### src/rtl/upmult_pkg.sv
// rtl/upmult_pkg.sv - micro-word layout, sequencing encodings and micro-addresses for upmult_seq
package upmult_pkg;

  // Register-control field positions within a micro-word
  localparam int UW_LD_M   = 0;
  localparam int UW_LD_Q   = 1;
  localparam int UW_CLR_R  = 2;
  localparam int UW_ADD_R  = 3;
  localparam int UW_DEC_Q  = 4;
  localparam int UW_DONE   = 5;
  localparam int UW_CS_LSB = 6;
  localparam int UW_CC     = 8;
  localparam int UW_AD_LSB = 9;
  localparam int UW_WIDTH  = 12;

  typedef enum logic [1:0] {
    CS_INC = 2'd0,
    CS_BZ  = 2'd1,
    CS_JMP = 2'd2
  } csel_t;

  typedef enum logic {
    CC_NOT_START = 1'b0,
    CC_QZERO     = 1'b1
  } cond_t;

  localparam logic [2:0] A_IDLE = 3'd0;
  localparam logic [2:0] A_TEST = 3'd1;
  localparam logic [2:0] A_ADD  = 3'd2;
  localparam logic [2:0] A_DEC  = 3'd3;
  localparam logic [2:0] A_DONE = 3'd4;

  function automatic logic [UW_WIDTH-1:0] mk_uword(input logic [5:0] ctl, input csel_t cs,
                                                   input cond_t cc, input logic [2:0] addr);
    return {addr, cc, cs, ctl};
  endfunction

endpackage

### src/rtl/upmult_urom.sv
// rtl/upmult_urom.sv - combinational 5-word micro-ROM for the successive-addition multiplier
module upmult_urom
  import upmult_pkg::*;
(
  input  logic [2:0]          upc,
  output logic [UW_WIDTH-1:0] uword
);

  localparam logic [5:0] C_NONE  = 6'd0;
  localparam logic [5:0] C_LOAD  = 6'((1 << UW_LD_M) | (1 << UW_LD_Q) | (1 << UW_CLR_R));
  localparam logic [5:0] C_ADD   = 6'(1 << UW_ADD_R);
  localparam logic [5:0] C_DEC   = 6'(1 << UW_DEC_Q);
  localparam logic [5:0] C_DONE  = 6'(1 << UW_DONE);

  always_comb begin
    uword = mk_uword(C_NONE, CS_JMP, CC_NOT_START, A_IDLE);
    case (upc)
      A_IDLE:  uword = mk_uword(C_LOAD, CS_BZ,  CC_NOT_START, A_IDLE);
      A_TEST:  uword = mk_uword(C_NONE, CS_BZ,  CC_QZERO,     A_DONE);
      A_ADD:   uword = mk_uword(C_ADD,  CS_INC, CC_NOT_START, A_IDLE);
      A_DEC:   uword = mk_uword(C_DEC,  CS_JMP, CC_NOT_START, A_TEST);
      A_DONE:  uword = mk_uword(C_DONE, CS_JMP, CC_NOT_START, A_IDLE);
      default: uword = mk_uword(C_NONE, CS_JMP, CC_NOT_START, A_IDLE);
    endcase
  end

endmodule

### src/rtl/upmult_seq.sv
// rtl/upmult_seq.sv - microprogrammed M x Q multiplier; UPMULT_ACC_EN adds accumulate and sticky overflow
module upmult_seq
  import upmult_pkg::*;
#(
  parameter int WIDTH = 4
) (
  input  logic               clk,
  input  logic               reset,
  input  logic               start,
  input  logic [WIDTH-1:0]   m_in,
  input  logic [WIDTH-1:0]   q_in,
`ifdef UPMULT_ACC_EN
  input  logic               acc,
`endif
  output logic               busy,
  output logic               done,
  output logic [2*WIDTH-1:0] product,
`ifdef UPMULT_ACC_EN
  output logic               overflow,
`endif
  output logic [2:0]         upc
);

  localparam int PW = 2 * WIDTH;

  logic [2:0]          upc_q;
  logic [2:0]          upc_nxt;
  logic [UW_WIDTH-1:0] uword;
  csel_t               csel;
  logic                cond;
  logic                ld_m, ld_q, clr_r, add_r, dec_q, clr_eff;
  logic [WIDTH-1:0]    m_reg, q_reg;
  logic [PW-1:0]       r_reg;

  upmult_urom u_urom (
    .upc   (upc_q),
    .uword (uword)
  );

  assign csel = csel_t'(uword[UW_CS_LSB +: 2]);
  assign cond = (cond_t'(uword[UW_CC]) == CC_QZERO) ? (q_reg == '0) : !start;

  always_ff @(posedge clk or posedge reset) begin
    if (reset) upc_q <= A_IDLE;
    else       upc_q <= upc_nxt;
  end

  always_comb begin
    upc_nxt = upc_q + 3'd1;
    case (csel)
      CS_INC:  upc_nxt = upc_q + 3'd1;
      CS_BZ:   upc_nxt = cond ? uword[UW_AD_LSB +: 3] : upc_q + 3'd1;
      CS_JMP:  upc_nxt = uword[UW_AD_LSB +: 3];
      default: upc_nxt = A_IDLE;
    endcase
  end

  // A taken BZ suppresses the word's register controls, so IDLE only loads on start
  always_comb begin
    logic en;
    en    = !((csel == CS_BZ) && cond);
    ld_m  = uword[UW_LD_M]  & en;
    ld_q  = uword[UW_LD_Q]  & en;
    clr_r = uword[UW_CLR_R] & en;
    add_r = uword[UW_ADD_R] & en;
    dec_q = uword[UW_DEC_Q] & en;
    done  = uword[UW_DONE];
    busy  = (upc_q != A_IDLE);
  end

`ifdef UPMULT_ACC_EN
  logic [PW:0] sum;
  logic        ovf_reg;
  assign clr_eff = clr_r & ~acc;
  assign sum     = {1'b0, r_reg} + {{(WIDTH + 1){1'b0}}, m_reg};

  always_ff @(posedge clk or posedge reset) begin
    if (reset)                  ovf_reg <= 1'b0;
    else if (clr_eff)           ovf_reg <= 1'b0;
    else if (add_r && sum[PW])  ovf_reg <= 1'b1;
  end
  assign overflow = ovf_reg;
`else
  logic [PW-1:0] sum;
  assign clr_eff = clr_r;
  assign sum     = r_reg + {{WIDTH{1'b0}}, m_reg};
`endif

  always_ff @(posedge clk or posedge reset) begin
    if (reset) begin
      m_reg <= '0;
      q_reg <= '0;
      r_reg <= '0;
    end else begin
      if (ld_m) m_reg <= m_in;
      if (ld_q)       q_reg <= q_in;
      else if (dec_q) q_reg <= q_reg - 1'b1;
      if (clr_eff)    r_reg <= '0;
      else if (add_r) r_reg <= sum[PW-1:0];
    end
  end

  assign product = r_reg;
  assign upc     = upc_q;

endmodule
### config.mk
export PLATFORM = sky130hd
export DESIGN_NAME = upmult_seq
export DESIGN_NICKNAME = d
export VERILOG_FILES = /design/src/rtl/upmult_pkg.sv /design/src/rtl/upmult_urom.sv /design/src/rtl/upmult_seq.sv
export SDC_FILE = /design/constraint.sdc
export NUM_CORES = 1
export LEC_CHECK = 0
export CAP_MARGIN = 0
export CORE_ASPECT_RATIO = 0.8
export CORE_UTILIZATION = 32
export DETAILED_ROUTE_END_ITERATION = 10
export PLACE_DENSITY_LB_ADDON = 0.2
export REMOVE_ABC_BUFFERS = 1
export SYNTH_ARGS = -nofsm -noshare
export SYNTH_HDL_FRONTEND = slang
export SYNTH_SLANG_ARGS = --single-unit
export TNS_END_PERCENT = 5
### constraint.sdc
create_clock -name clk -period 3.81 [get_ports clk]
set_input_delay 0.5715 -clock clk [delete_from_list [all_inputs] [get_ports clk]]
set_output_delay 0.5715 -clock clk [all_outputs]
set_load 0.01 [all_outputs]
Word-level counts from Yosys, hierarchy flattened:

Index checks and enable logic that the tools add are counted.

* output and inout port bits: 13
* bits of input ports: 11
* register bits after elaboration: 19

* reduce and logical (&&, ||, !) cells: 9
* bitwise logic cells: 5
* equal/unequal tests: 6
* multiplexer cells: 8
* $add $sub $neg: 3

Operator list (number)
* 12-bit case mux with 5 select lines: 1
* 8-bit 2-to-1 mux: 2
* 3-bit case mux with 3 select lines: 1
* 8-bit by 4-bit adder with 8-bit output: 1
* 4-bit 2-to-1 mux: 2
* 3-bit by 2-bit equality test with 1-bit output (second input constant): 2
* 1-bit AND: 5
* 4-bit zero test: 1
* 2-bit nonzero test: 2
* 4-bit by 1-bit subtractor with 4-bit output (second input constant): 1
* 3-bit by 1-bit adder with 3-bit output (second input constant): 1
* 3-bit by 1-bit equality test with 1-bit output (second input constant): 1
* 3-bit equality test (second input constant): 1
* 3-bit zero test: 1
* 3-bit 2-to-1 mux: 1
* 3-bit nonzero test: 1
* 2-bit by 1-bit equality test with 1-bit output (second input constant): 1
* 2-bit equality test (second input constant): 1
* 1-bit zero test: 2
* 2-bit zero test: 1
* 1-bit logical AND: 1
* 1-bit 2-to-1 mux: 1

Depth between registers and ports, before layout:

* word-level depth: 8
* mapped depth: 9
* gate-level depth less buffers: 8

By module:

From an unflattened synthesis, not the netlist that was laid out.

* cells, all modules: 126
* area total of the unflattened synthesis: 1242.4 um^2

By module, submodules not included
* upmult_seq: instances 1, area an instance 1151.1 um^2, cells an instance 113
* upmult_urom: instances 1, area an instance 91.3 um^2, cells an instance 13

Worst setup path after synthesis:

OpenSTA, ideal clock, no wires.

* path kind: flip-flop to flip-flop
* start point: reg upc_q[0] (netlist: upc[0])
* end point: reg r_reg[7] (netlist: product[7])
* path buffers: 0
* stages on the path, launching flop included: 8
* arrival time: 2059 ps
* path slack: 1674 ps
* data required time: 3733 ps
* library setup time: 77 ps
* path through: dfrtp_1 > inv_1 > ha_1 > nor4b_1 > a2111oi_4 > o211ai_4 > or3_1 > a21oi_1

* word-level cells in the longest chain between the ends: 7
* elaborated cells on any way between the ends: 14
* classes of those cells: eq/ne (5); mux (3); bitwise (2); reduce/logical (4)

Ends and longest elaborated chain
* start: declaration: line upmult_seq.sv:26 `logic [2:0] upc_q;`
* start signal: assignment: line upmult_seq.sv:45 `else upc_q <= upc_nxt;`
* 3-bit equality test, or another cell as far along: line upmult_urom.sv:17 `case (upc)`
* 12-bit case mux with 5 select lines *: line upmult_urom.sv:17
* 2-bit by 1-bit equality test with 1-bit output / 1-bit 2-to-1 mux (equally long branches): line upmult_seq.sv:61, upmult_seq.sv:41
* 1-bit logical AND: line upmult_seq.sv:61 `en = !((csel == CS_BZ) && cond);`
* 1-bit zero test: line upmult_seq.sv:61
* 1-bit AND (on tied branches): line upmult_seq.sv:64, upmult_seq.sv:65
* 8-bit 2-to-1 mux / 2-bit nonzero test (equally long branches)
* end signal: assignment: line upmult_seq.sv:99 `else if (add_r) r_reg <= sum[PW-1:0];`
* end: declaration: line upmult_seq.sv:33 `logic [PW-1:0] r_reg;`

Every way passes the cells marked *; elsewhere a longest branch is shown, timed or not.
A chain may end at the register's enable or synchronous reset.

Final worst setup path:

* start point: reg upc_q[0] (netlist: upc[0])
* end point: out busy

* word-level cells in the longest chain between the ends: 1

Ends and longest elaborated chain
* 3-bit nonzero test: line upmult_seq.sv:68 `busy = (upc_q != A_IDLE);`
* end: declaration: line upmult_seq.sv:15 `output logic busy,`

No other way between the ends.

==> impl_metrics.env <==
export IMPL_status="finished clean"
export IMPL_clockBufferDepth=2
export IMPL_postCtsHoldBufs=0
export IMPL_fillCellCount=350
export IMPL_relSlewSlack=0.485
export IMPL_timing_fmax_mhz=378
export IMPL_cp_arrival_ns=2.08
export IMPL_cts_buffers_inserted=3
export IMPL_grt_pass1_wl_um=4260
export IMPL_cts_sinks=19
export IMPL_grt_ovfl_total=0
export IMPL_power_frac_comb=0.572
export IMPL_switching_share=0.427
export IMPL_ys_warn_count=0
export IMPL_finalCritPeriodShare=0.695
export IMPL_fin_util=0.439
export IMPL_min_path_type="flip-flop to flip-flop"
export IMPL_maxCapViolCount=0
export IMPL_critPathLaunchType="flip-flop"
export IMPL_cts_tree="built"
export IMPL_cp_end_kind="output port"
export IMPL_vdd_drop_max_mv=0.403
export IMPL_die_area_sq_um=4160
export IMPL_drtPass1Iterations=4
export IMPL_insertion_delay_ns=0.26
export IMPL_io_buffers=23
export IMPL_avgSynthCellArea_sq_um=10.2
export IMPL_p_int_uw=657
export IMPL_final_cell_area_sq_um=1580
export IMPL_hold_viol=0
export IMPL_cts_resized=0
export IMPL_cts_root_buf="clkbuf_8"
export IMPL_setup_violations=0
export IMPL_place_gp_congestion=0.824
export IMPL_tightest_slew_ns=0.770
export IMPL_antennaDiodeCount=0
export IMPL_drive_above_1_share=0.0816
export IMPL_synthCells=123
export IMPL_min_period_ns=2.65
export IMPL_core_rowCount=19
export IMPL_drtAntennaViolNets=0
export IMPL_grt_pass1_vias=908
export IMPL_area_growth_syn_to_layout_pct=26.3
export IMPL_largest_register_ffs=8
export IMPL_drc_errors=0
export IMPL_first_iter_violations=38
export IMPL_cts_setup_buffers=0
export IMPL_die_w_um=71.8
export IMPL_antenna_found_initial=0
export IMPL_dp_hpwl_um=1910
export IMPL_switching_power_uw=490
export IMPL_io_pins=24
export IMPL_p_per_area_nw_per_um2=728
export IMPL_synthDistinctLibCells=37
export IMPL_leakage_nw=0.648
export IMPL_power_frac_clock=0.125
export IMPL_worstSetupPathType="flip-flop to output port"
export IMPL_rsz0062_at_grt="no"
export IMPL_track_usage=0.132
export IMPL_pwr_share_seq=0.303
export IMPL_ys_ff_latch=19
export IMPL_finClkSkew_ns=0.00784
export IMPL_grt_max_degree=20
export IMPL_start_util=0.348
export IMPL_wl_per_cell_um=12.7
export IMPL_ys_seq_area_frac=0.381
export IMPL_crit_fanout=9
export IMPL_via_count=988
export IMPL_placed_area_sq_um=1530
export IMPL_finalNetCount=171
export IMPL_dieHeight_um=57.9
export IMPL_core_area_sq_um=3590
export IMPL_cts_htree_levels=1
export IMPL_timing_setup_tns_ns=0
export IMPL_finalWirelength_um=2520
export IMPL_required_ns=3.24
export IMPL_syn_cell_area_sq_um=1250
export IMPL_final_max_slew_viol_count=0
export IMPL_clk_pin_slew_worst_paths_ns=0.08
export IMPL_via_per_inst=4.96
==> layout make-up <==
type / instances / area, sq um / share of cell area
clock buffers: 3 / 41.3 / 0.0262
clock inverters: 1 / 5.00 / 0.00317
inverters: 13 / 48.8 / 0.0310
multi-input cells: 88 / 711 / 0.451
flip-flops and latches: 19 / 475 / 0.302
well taps: 52 / 65.1 / 0.0413
repair buffers: 23 / 230 / 0.146
==> routing by layer <==
| layer | GRT usage | routed length [um] |
|---|---|---|
| met3 | 0.0435 | 127 |
| met5 | 0 | 0 |
| met4 | 0.0168 | 6 |
| met2 | 0.201 | 1080 |
| met1 | 0.189 | 1310 |
==> placed cells by master (no fill, tap or decap), types with 4 or more instances in the layout <==
cell             instances
inv_1                   13
a21oi_1                  6
nor3_1                   4
ha_1                    11
clkdlybuf4s50_1         23
nand2_1                  4
o21ai_0                  9
nor2_1                  11
a32o_1                   4
dfrtp_1                 19
==> synth_stat cells (all sizes together) <==
cell     number  area share
nor2         11       0.033
dfrtp        19        0.38
mux2          3       0.027
nor4b         1      0.0070
a21oi         6       0.024
o2111ai       1      0.0070
o21a          2       0.012
nand2         4       0.012
a21o          1      0.0060
a2111oi       1       0.022
inv          13       0.039
nor3          4       0.016
o21ai         9       0.036
or3           1      0.0050
o31a          1      0.0070
o211ai        2       0.023
nor4bb        1       0.020
xnor2         2       0.014
xor2          3       0.021
a32o          4       0.032
a211oi        4       0.034
nor2b         1      0.0050
nand2b        3       0.015
or4           1      0.0060
nor3b         3       0.018
fa            1       0.016
buf           2      0.0080
ha           11        0.11
mux2i         1      0.0080
and2          1      0.0050
and3          1      0.0050
clkbuf        1      0.0030
o2bb2ai       1      0.0070
a31o          1      0.0070
nand3         2      0.0080
==> stage by stage <==
step | setup WS (ns) | std cells | power [mW] | hold slack [ns]
2_1_floorplan | 1.67 | 120 | 0.811 | 0.485
3_5_place_dp | 1.29 | 195 | 1.01 | 0.506
5_1_grt | 1.01 | 199 | 1.26 | 0.554
4_1_cts | 1.12 | 199 | 1.16 | 0.524
6_report | 1.16 | 199 | 1.15 | 0.516
3_3_place_gp | 1.34 | 195 | 1.00 | 0.498
==> power groups by stage <==
stage | clock, mW | combinational, mW | sequential (mW)
after floorplan | 0 | 0.463 | 0.348
after CTS | 0.148 | 0.664 | 0.350
after global routing | 0.156 | 0.742 | 0.360
after global placement | 0 | 0.651 | 0.351
after detailed placement | 0 | 0.660 | 0.354
final | 0.143 | 0.656 | 0.347
==> worst max-delay path, cell delays in order (launching register included) <==
cell,delay [ns]
dfrtp_1,0.42
inv_1,0.10
ha_1,0.29
nand2b_1,0.36
clkdlybuf4s50_1,0.64
==> worst paths after layout <==
path	start	end	slack [ns]	cells after the start
worst min-delay path	m_reg[3]	m_reg[3]	0.52	1
min in group asynchronous	reset	product[6]	0.74	2
worst max-delay path	upc[0]	busy	1.16	4
worst min register to register	m_reg[3]	m_reg[3]	0.52	1
worst max register to register	upc[0]	product[0]	1.34	6
max in group asynchronous	reset	product[4]	2.59	2
==> logic make-up (layout without fill, tap and decap cells) <==
kind of cell               count (synthesis)  count (layout)  share of synthesized area
xor gates and xnor gates                   5               5                     0.0351
AOI/OAI and AO/OA                         33              33                      0.217
and+or+nand+nor                           34              34                      0.155
muxes                                      4               4                     0.0351
buffers and inverters                     16              40                     0.0501
DFF                                       19              19                      0.381
adders and majority gates                 12              12                      0.126
(Power assumes the default switching activity.)
